$ cat src/rtl/br_tag_allocator.sv
// Branch tag allocator: hands out branch tags, tracks which tags are younger than each branch,
// and emits the one-cycle brupdate resolve/mispredict masks consumed by the killable queues.
module br_tag_allocator #(
  parameter  int MAX_BR_COUNT = 16,
  localparam int TAG_W        = $clog2(MAX_BR_COUNT)
) (
  input  logic                    clock,
  input  logic                    reset,
  input  logic                    io_flush,
  input  logic                    io_alloc_valid,
  output logic                    io_alloc_ready,
  output logic [TAG_W-1:0]        io_alloc_tag,
  output logic [MAX_BR_COUNT-1:0] io_inflight_mask,
  input  logic                    io_res_valid,
  input  logic [TAG_W-1:0]        io_res_tag,
  input  logic                    io_res_mispredict,
  output logic [MAX_BR_COUNT-1:0] io_brupdate_b1_resolve_mask,
  output logic [MAX_BR_COUNT-1:0] io_brupdate_b1_mispredict_mask,
  output logic [TAG_W:0]          io_free_count
);

  function automatic logic [TAG_W:0] count_free(input logic [MAX_BR_COUNT-1:0] v);
    logic [TAG_W:0] cnt;
    cnt = '0;
    for (int i = 0; i < MAX_BR_COUNT; i++) begin
      cnt = cnt + (TAG_W+1)'(!v[i]);
    end
    return cnt;
  endfunction

  logic [MAX_BR_COUNT-1:0] inflight_r;
  logic [MAX_BR_COUNT-1:0] younger_r   [MAX_BR_COUNT];
  logic [MAX_BR_COUNT-1:0] resolve_mask_r;
  logic [MAX_BR_COUNT-1:0] mispredict_mask_r;
  logic [TAG_W:0]          free_count_r;

  logic [MAX_BR_COUNT-1:0] alloc_onehot_s;
  logic [TAG_W-1:0]        alloc_tag_s;
  logic                    alloc_ready_s;
  logic                    alloc_fire_s;
  logic [MAX_BR_COUNT-1:0] res_onehot_s;
  logic [MAX_BR_COUNT-1:0] res_younger_s;
  logic                    res_hit_s;
  logic                    res_kill_s;
  logic [MAX_BR_COUNT-1:0] kill_s;
  logic [MAX_BR_COUNT-1:0] clear_s;
  logic [MAX_BR_COUNT-1:0] inflight_n_s;
  logic [MAX_BR_COUNT-1:0] younger_n_s [MAX_BR_COUNT];

  // Grant selection and resolve decode; adding one to inflight ripples into its lowest clear bit.
  always_comb begin
    alloc_onehot_s = ~inflight_r & (inflight_r + {{(MAX_BR_COUNT-1){1'b0}}, 1'b1});
    alloc_tag_s    = '0;
    res_younger_s  = '0;
    for (int i = 0; i < MAX_BR_COUNT; i++) begin
      alloc_tag_s     = alloc_tag_s | (alloc_onehot_s[i] ? TAG_W'(i) : '0);
      res_onehot_s[i] = (io_res_tag == TAG_W'(i));
      res_younger_s   = res_younger_s | (res_onehot_s[i] ? younger_r[i] : '0);
    end
    alloc_ready_s = !(&inflight_r) && !(io_res_valid && io_res_mispredict) && !io_flush;
    alloc_fire_s  = io_alloc_valid && alloc_ready_s;
    res_hit_s     = io_res_valid && |(res_onehot_s & inflight_r);
    res_kill_s    = res_hit_s && io_res_mispredict;
    kill_s        = res_onehot_s | res_younger_s;
    clear_s       = res_hit_s ? (io_res_mispredict ? kill_s : res_onehot_s) : '0;
  end

  // Next inflight set and age matrix; a new tag only becomes younger than branches that survive.
  always_comb begin
    inflight_n_s = (inflight_r & ~clear_s) | (alloc_fire_s ? alloc_onehot_s : '0);
    for (int s = 0; s < MAX_BR_COUNT; s++) begin
      younger_n_s[s] = (clear_s[s] || (alloc_fire_s && alloc_onehot_s[s])) ? '0 :
                       ((younger_r[s] & ~clear_s) |
                        ((alloc_fire_s && inflight_r[s]) ? alloc_onehot_s : '0));
    end
  end

  // State and brupdate registers; flush wipes everything and suppresses same-cycle resolves.
  always_ff @(posedge clock) begin
    if (reset || io_flush) begin
      inflight_r        <= '0;
      resolve_mask_r    <= '0;
      mispredict_mask_r <= '0;
      free_count_r      <= (TAG_W+1)'(MAX_BR_COUNT);
      for (int s = 0; s < MAX_BR_COUNT; s++) begin
        younger_r[s] <= '0;
      end
    end else begin
      inflight_r        <= inflight_n_s;
      resolve_mask_r    <= res_hit_s ? res_onehot_s : '0;
      mispredict_mask_r <= res_kill_s ? kill_s : '0;
      free_count_r      <= count_free(inflight_n_s);
      for (int s = 0; s < MAX_BR_COUNT; s++) begin
        younger_r[s] <= younger_n_s[s];
      end
    end
  end

  assign io_alloc_ready                 = alloc_ready_s;
  assign io_alloc_tag                   = alloc_tag_s;
  assign io_inflight_mask               = inflight_r;
  assign io_brupdate_b1_resolve_mask    = resolve_mask_r;
  assign io_brupdate_b1_mispredict_mask = mispredict_mask_r;
  assign io_free_count                  = free_count_r;

endmodule

$ cat config.mk
export PLATFORM = sky130hd
export DESIGN_NAME = br_tag_allocator
export DESIGN_NICKNAME = d
export VERILOG_FILES = /design/src/rtl/br_tag_allocator.sv
export SDC_FILE = /design/constraint.sdc
export NUM_CORES = 1
export LEC_CHECK = 0
export ABC_AREA = 1
export CAP_MARGIN = 20
export CELL_PAD_IN_SITES_DETAIL_PLACEMENT = 1
export CELL_PAD_IN_SITES_GLOBAL_PLACEMENT = 2
export CORE_ASPECT_RATIO = 0.8
export CORE_MARGIN = 5
export CORE_UTILIZATION = 36
export DETAILED_ROUTE_END_ITERATION = 7
export HOLD_SLACK_MARGIN = 0.03
export MAX_ROUTING_LAYER = met4
export PLACE_DENSITY_LB_ADDON = 0.08
export SETUP_SLACK_MARGIN = 0.5
export SYNTH_ARGS = -nofsm -noshare
export SYNTH_HDL_FRONTEND = slang
export SYNTH_SLANG_ARGS = --single-unit
export TNS_END_PERCENT = 1
$ cat constraint.sdc
create_clock -name clock -period 14.2 [get_ports clock]
set_clock_uncertainty 0.15 [all_clocks]
set_input_delay 1.42 -clock clock [delete_from_list [all_inputs] [get_ports clock]]
set_output_delay 1.42 -clock clock [all_outputs]
set_load 0.01 [all_outputs]
==> results.cfg, run 1 <==
[run_status]
status = finished clean

[route]
drc = 0
vias = 14400
ant_nets = 0
viasPerCell = 5.58
finalWirelength_um = 66400
drt_iter0_drc = 1441
first_pass_iters = 5
routedWlPerCell_um = 25.8

[cts]
htree_num_levels = 2
cts.sinks = 307
cts.path.max_buffers = 3
post_cts_buffers = 0
cts-root-buf = clkbuf_16
worstSkewPairLatency_ns = 0.54
numCtsBuffers = 35
hold_buffers = 0
path_clk_slew_ns = 0.06
cts_tree = done
cts_resized = 0

[synth]
synth_xor_area_share_pct = 0
synth_top_family_by_area = simple AND/OR/NAND/NOR gates
avgSynthCellArea_um2 = 6.71
yosysTopAreaCellShare_pct = 45.2
yosys.area_share.simple_pct = 36.0
muxShareOfSynthArea_pct = 0
ys_warn_count = 0
syn_nets = 2053
syn-cell-area_mm2 = 0.0136
synth_area_leaders = dfxtp_1 45%, nand2_1 20%, a21oi_1 9.6%
synth-compound-area-share_pct = 10.5
synth_fa_ha_area_share_pct = 1.93
yosysUniqueCellTypes = 26
synth-seq-area-share_pct = 45.2
yosysTopAreaCell = dfxtp_1
ys_seq_elements = 307
synthCells = 2028

[timing]
fin_tns_setup_ns = 0
finalHoldViolCount = 0
min_period_ns = 8.96
slew-limit-headroom_pct = 25.1
worst_pin_slew_ns = 1.12
fmax_ghz = 0.112
grt_setup_unrepaired = no
setup_viol = 0
drv_slew = 0
fin_crit_sh_pct = 63.1
fin_hold_ws_ns = 0.279

[setup_path]
path_max_fanout = 32
cp_data_required_time_ns = 14.47
critPathLaunch = io_res_tag[1]
timing.rr.start = io_inflight_mask[6]$_SDFF_PP0_
cp.arrival_ns = 9.24
criticalPathCategory = input pin to flop
cp-end-kind = flop
setup.worst_path.start_class = input pin

[finish]
drive_above_1_share_pct = 7.04
syn_to_final_growth_pct = 17.1
fin_nets = 2094
fill_cells = 4751
num_antenna_cells = 0

[floorplan]
coreArea_mm2 = 0.0372
die_area_mm2 = 0.0418
rows = 63
die_w_um = 227
pin_count = 68
start_util_pct = 36.6
die-height_um = 184

[pwr]
peakVddDrop_mv = 0.0722
leakage_nw = 6.08
power.density_mw_per_mm2 = 116

[hold_path]
hp-class = flop to flop
min_from = younger_r[1][42]$_SDFF_PP0_

[placement]
dp_hpwl_um = 41700
gp_congestion = 0.948
port_buffers = 67

[grt]
use_met3_pct = 5.41
use_met2_pct = 49.9
grt_max_degree = 61
grt_util_met1_pct = 43.0
antenna_found_initial = 2
busiest_layer = met2
grt_pass1_wl_um = 96700
groute.usage.overall_pct = 32.2
grt_pass1_vias = 14200
grt_overflow = 0

[run]
cap_violations = 0
## cells by family after synthesis
| kind of cell | count (synthesis) |
|---|---|
| buffers and inverters | 206 |
| AO/OA/AOI/OAI | 285 |
| AND/OR/NAND/NOR | 1215 |
| adder cells (fa/ha/maj) | 15 |
| flip-flops | 307 |
## through the flow
step                      std cells  power, mW  cell area [µm²]  worst slack, ns  util, %
after CTS                      2575       1.85            15900             5.37     42.7
after global routing           2576       1.89            15900             5.00     42.8
after detailed placement       2518      0.965            14800             4.84     39.8
after global placement         2516      0.965            14800             5.01     39.7
final                          2576       1.85            15900             5.24     42.8
after floorplan                2028      0.921            13600             8.18        -
## cell type report
cell class,count,area [µm²],share of cell area [%]
clock buffer,53,1030,6.49
sequential,307,6150,38.6
clock inverter,4,48.8,0.306
tap,487,609,3.82
timing repair buffer,108,1040,6.52
multi-input combinational,1515,6670,41.9
inverter,102,383,2.40
## where the power goes
group | internal (mW) | switching (mW)
combinational | 0.0138 | 0.0726
clock | 0.517 | 0.381
sequential | 0.862 | 0.000639
total | 1.39 | 0.454
## cell usage after synthesis
cell,n
nand4_1,6
nor2_4,1
clkinv_1,1
nor2_1,271
and2_1,1
nor3_1,21
inv_2,2
fa_1,10
inv_1,99
buf_6,1
nor2_2,9
a21boi_0,3
a21oi_1,260
nand3_1,153
nand3_2,2
ha_1,5
buf_4,11
nor4_1,3
nand2_2,23
buf_2,31
clkbuf_1,57
o21ai_1,1
dfxtp_1,307
nand2_1,725
buf_1,4
o21ai_0,21
## flip-flops by register name, summed over array words and instances (netlist names)
name                            flops
io_inflight_mask                   16
io_brupdate_b1_mispredict_mask     16
io_free_count                       5
younger_r                         254
io_brupdate_b1_resolve_mask        16
## routing by layer
layer	vias up	share of wire, %
li1	6518	-
met1	7106	44
met2	601	44
met3	141	7.7
met4	0	3.9
met5	-	0
## worst max-delay path, stage by stage
cell and delay (ns):
clkdlybuf4s50_1 0.55, nor2_4 0.89, buf_4 0.54, inv_1 0.14, nor2_1 0.38, nand2_1 0.09
nand2_1 0.07, nor2_1 0.04, nand2_1 0.05, nor2_1 0.07, nor2_4 0.64, nand2_1 0.62
a21oi_1 0.57, fa_1 0.54, fa_1 0.54, inv_1 0.06, fa_1 0.48, inv_1 0.05
fa_1 0.48, ha_1 0.18, inv_1 0.07, fa_1 0.45, o21ai_0 0.19, a21oi_1 0.06
## path summary, 6_finish.rpt
| kind | depth (start not counted) | slack, ns | end |
|---|---|---|---|
| setup / recovery | 24 | 5.24 | io_free_count[2]$_SDFF_PP0_ |
| hold / removal | 2 | 0.28 | younger_r[1][42]$_SDFF_PP0_ |
| setup reg to reg | 19 | 7.89 | io_free_count[2]$_SDFF_PP0_ |
| hold reg to reg | 2 | 0.28 | younger_r[1][42]$_SDFF_PP0_ |
## placed cells by master, fill, tap and decap left out, types with 2 or more instances in the layout
| cell | count |
|---|---|
| a21boi_0 | 3 |
| a21oi_1 | 260 |
| buf_16 | 3 |
| buf_4 | 38 |
| clkbuf_1 | 9 |
| clkbuf_16 | 35 |
| clkbuf_8 | 9 |
| clkdlybuf4s50_1 | 67 |
| clkinv_2 | 2 |
| dfxtp_1 | 307 |
| fa_1 | 10 |
| ha_1 | 5 |
| inv_1 | 99 |
| inv_2 | 2 |
| nand2_1 | 725 |
| nand2_2 | 23 |
| nand3_1 | 153 |
| nand3_2 | 2 |
| nand4_1 | 6 |
| nor2_1 | 252 |
| nor2_2 | 25 |
| nor2_4 | 4 |
| nor3_1 | 19 |
| nor3_2 | 2 |
| nor4_1 | 3 |
| o21ai_0 | 21 |
Note: power is estimated with default switching activity, not from simulation.
==> inputs of run 2 (changes only) <==
--- a/config.mk
+++ b/config.mk
@@ -11,7 +11,7 @@
 export CELL_PAD_IN_SITES_GLOBAL_PLACEMENT = 2
 export CORE_ASPECT_RATIO = 0.8
 export CORE_MARGIN = 5
-export CORE_UTILIZATION = 36
+export CORE_UTILIZATION = 34
 export DETAILED_ROUTE_END_ITERATION = 7
 export HOLD_SLACK_MARGIN = 0.03
 export MAX_ROUTING_LAYER = met4
==> constraint.sdc (replaced) <==
create_clock -name clock -period 9 [get_ports clock]
set_clock_uncertainty 0.15 [all_clocks]
set_input_delay 0.9 -clock clock [delete_from_list [all_inputs] [get_ports clock]]
set_output_delay 0.9 -clock clock [all_outputs]
set_load 0.01 [all_outputs]
==> run 2 against run 1 <==
Compared with the run above: global-route usage shrank 1.1 points; wire length up 2.4%; register-to-register slack got worse by 5.0 ns; sequential power is 58% higher; cell area grew 0.62%.
==> results.cfg, run 2 (same netlist as run 1, synthesis figures left out) <==
[floorplan]
die_area_mm2 = 0.0441
start_util_pct = 34.4
die-height_um = 189
rows = 65
pin_count = 68
die_w_um = 234
coreArea_mm2 = 0.0395

[setup_path]
cp_slowest_cell = nor2_4
criticalPathCategory = input pin to flop
cp.arrival_ns = 7.15
cp_top_family = adder cells
path_max_fanout = 23
cp-end-kind = flop
cp_data_required_time_ns = 9.27
cp_num_buf_inv = 7
setup.worst_path.start_class = input pin
cpMostUsedCell = nand2_1
max_stage_delay_ns = 0.66

[grt]
antenna_found_initial = 0
grt_max_degree = 53
groute.usage.overall_pct = 31.2
grt_pass1_vias = 14100
grt_pass1_wl_um = 98700
grt_overflow = 0

[route]
viasPerCell = 5.47
drc = 0
first_pass_iters = 5
finalWirelength_um = 68000
vias = 14400
drt_iter0_drc = 1319
ant_nets = 0
wl_met2_um = 29800
dr_wl_met3_um = 4600
routedLengthMet1_um = 31300
highest_layer = met4
routedWlPerCell_um = 25.8

[pwr]
power_mw = 2.92
peakVddDrop_mv = 0.129
power.density_mw_per_mm2 = 182
leakage_nw = 6.12

[cts]
cts-root-buf = clkbuf_16
cts_resized = 0
cts.path.max_buffers = 3
cts.sinks = 307
hold_buffers = 0
numCtsBuffers = 35
worstSkewPairLatency_ns = 0.54
htree_num_levels = 2
cts_tree = done
post_cts_buffers = 0
path_clk_slew_ns = 0.06

[hold_path]
hp-class = flop to flop

[placement]
place_area_mm2 = 0.0149
gp_congestion = 0.935
port_buffers = 67
dp_hpwl_um = 43300

[timing]
slew-limit-headroom_pct = 21.7
setup_viol = 0
fin_hold_ws_ns = 0.276
worst_pin_slew_ns = 1.17
drv_slew = 0
fin_crit_sh_pct = 76.4
fmax_ghz = 0.145
finalHoldViolCount = 0
min_period_ns = 6.88
grt_setup_unrepaired = no
fin_tns_setup_ns = 0

[run]
cap_violations = 0

[finish]
fill_cells = 5095
largest_reg_flops = 254
drive_above_1_share_pct = 7.43
num_antenna_cells = 0
fin_nets = 2103
final_area_mm2 = 0.0160
mostFrequentLayoutCell = nand2_1
layout_common_cells = 725 x nand2_1, 307 x dfxtp_1, 260 x a21oi_1
utilization_pct = 40.6
syn_to_final_growth_pct = 17.8
largest_register = younger_r

[run_status]
status = finished clean
==> run 2: changes by cell type in the layout (fill, tap and decap cells not counted), moves of 2 or more <==
cell       delta
buf_4        +10
buf_16        -2
clkinv_2      +4
clkbuf_8      -4
clkbuf_16     +2
==> run 2: routing by layer <==
layer | up-vias | track usage [%]
met5 | - | -
met4 | 0 | 9.28
met3 | 144 | 4.48
met2 | 542 | 47.3
met1 | 7184 | 43.4
li1 | 6540 | -
==> run 2: area by class of cell <==
cell class                      instances  area, µm²  area share, %
Multi-Input combinational cell       1515       6670           41.6
Clock buffer                           50       1020           6.39
Clock inverter                          8       67.6          0.421
Timing Repair Buffer                  117       1070           6.70
Sequential cell                       307       6150           38.3
Inverter                              102        383           2.39
Tap cell                              536        671           4.18
==> run 2: stage by stage <==
| step | setup WS (ns) | cells |
|---|---|---|
| CTS | 2.20 | 2633 |
| detailed placement | 1.64 | 2575 |
| global route | 1.74 | 2635 |
| finish | 2.12 | 2635 |
| floorplan | 3.50 | 2028 |
| global placement | 1.76 | 2575 |
==> run 2: worst paths after layout <==
kind | cells past startpoint | from | slack [ns] | to
hold / removal | 2 | younger_r[1][59]$_SDFF_PP0_ | 0.28 | younger_r[1][59]$_SDFF_PP0_
setup / recovery | 26 | io_res_tag[3] | 2.12 | io_free_count[2]$_SDFF_PP0_
setup reg to reg | 19 | io_inflight_mask[0]$_SDFF_PP0_ | 2.86 | io_free_count[2]$_SDFF_PP0_
hold reg to reg | 2 | younger_r[1][59]$_SDFF_PP0_ | 0.28 | younger_r[1][59]$_SDFF_PP0_
==> run 2: worst min-delay path: stages (launching register included) <==
cell and delay, ns:
dfxtp_1 0.31, inv_1 0.05, nor2_1 0.03
==> run 2: power breakdown <==
group	internal (mW)	switching [mW]
clock network	0.818	0.604
logic	0.0231	0.119
registers	1.36	0.00119
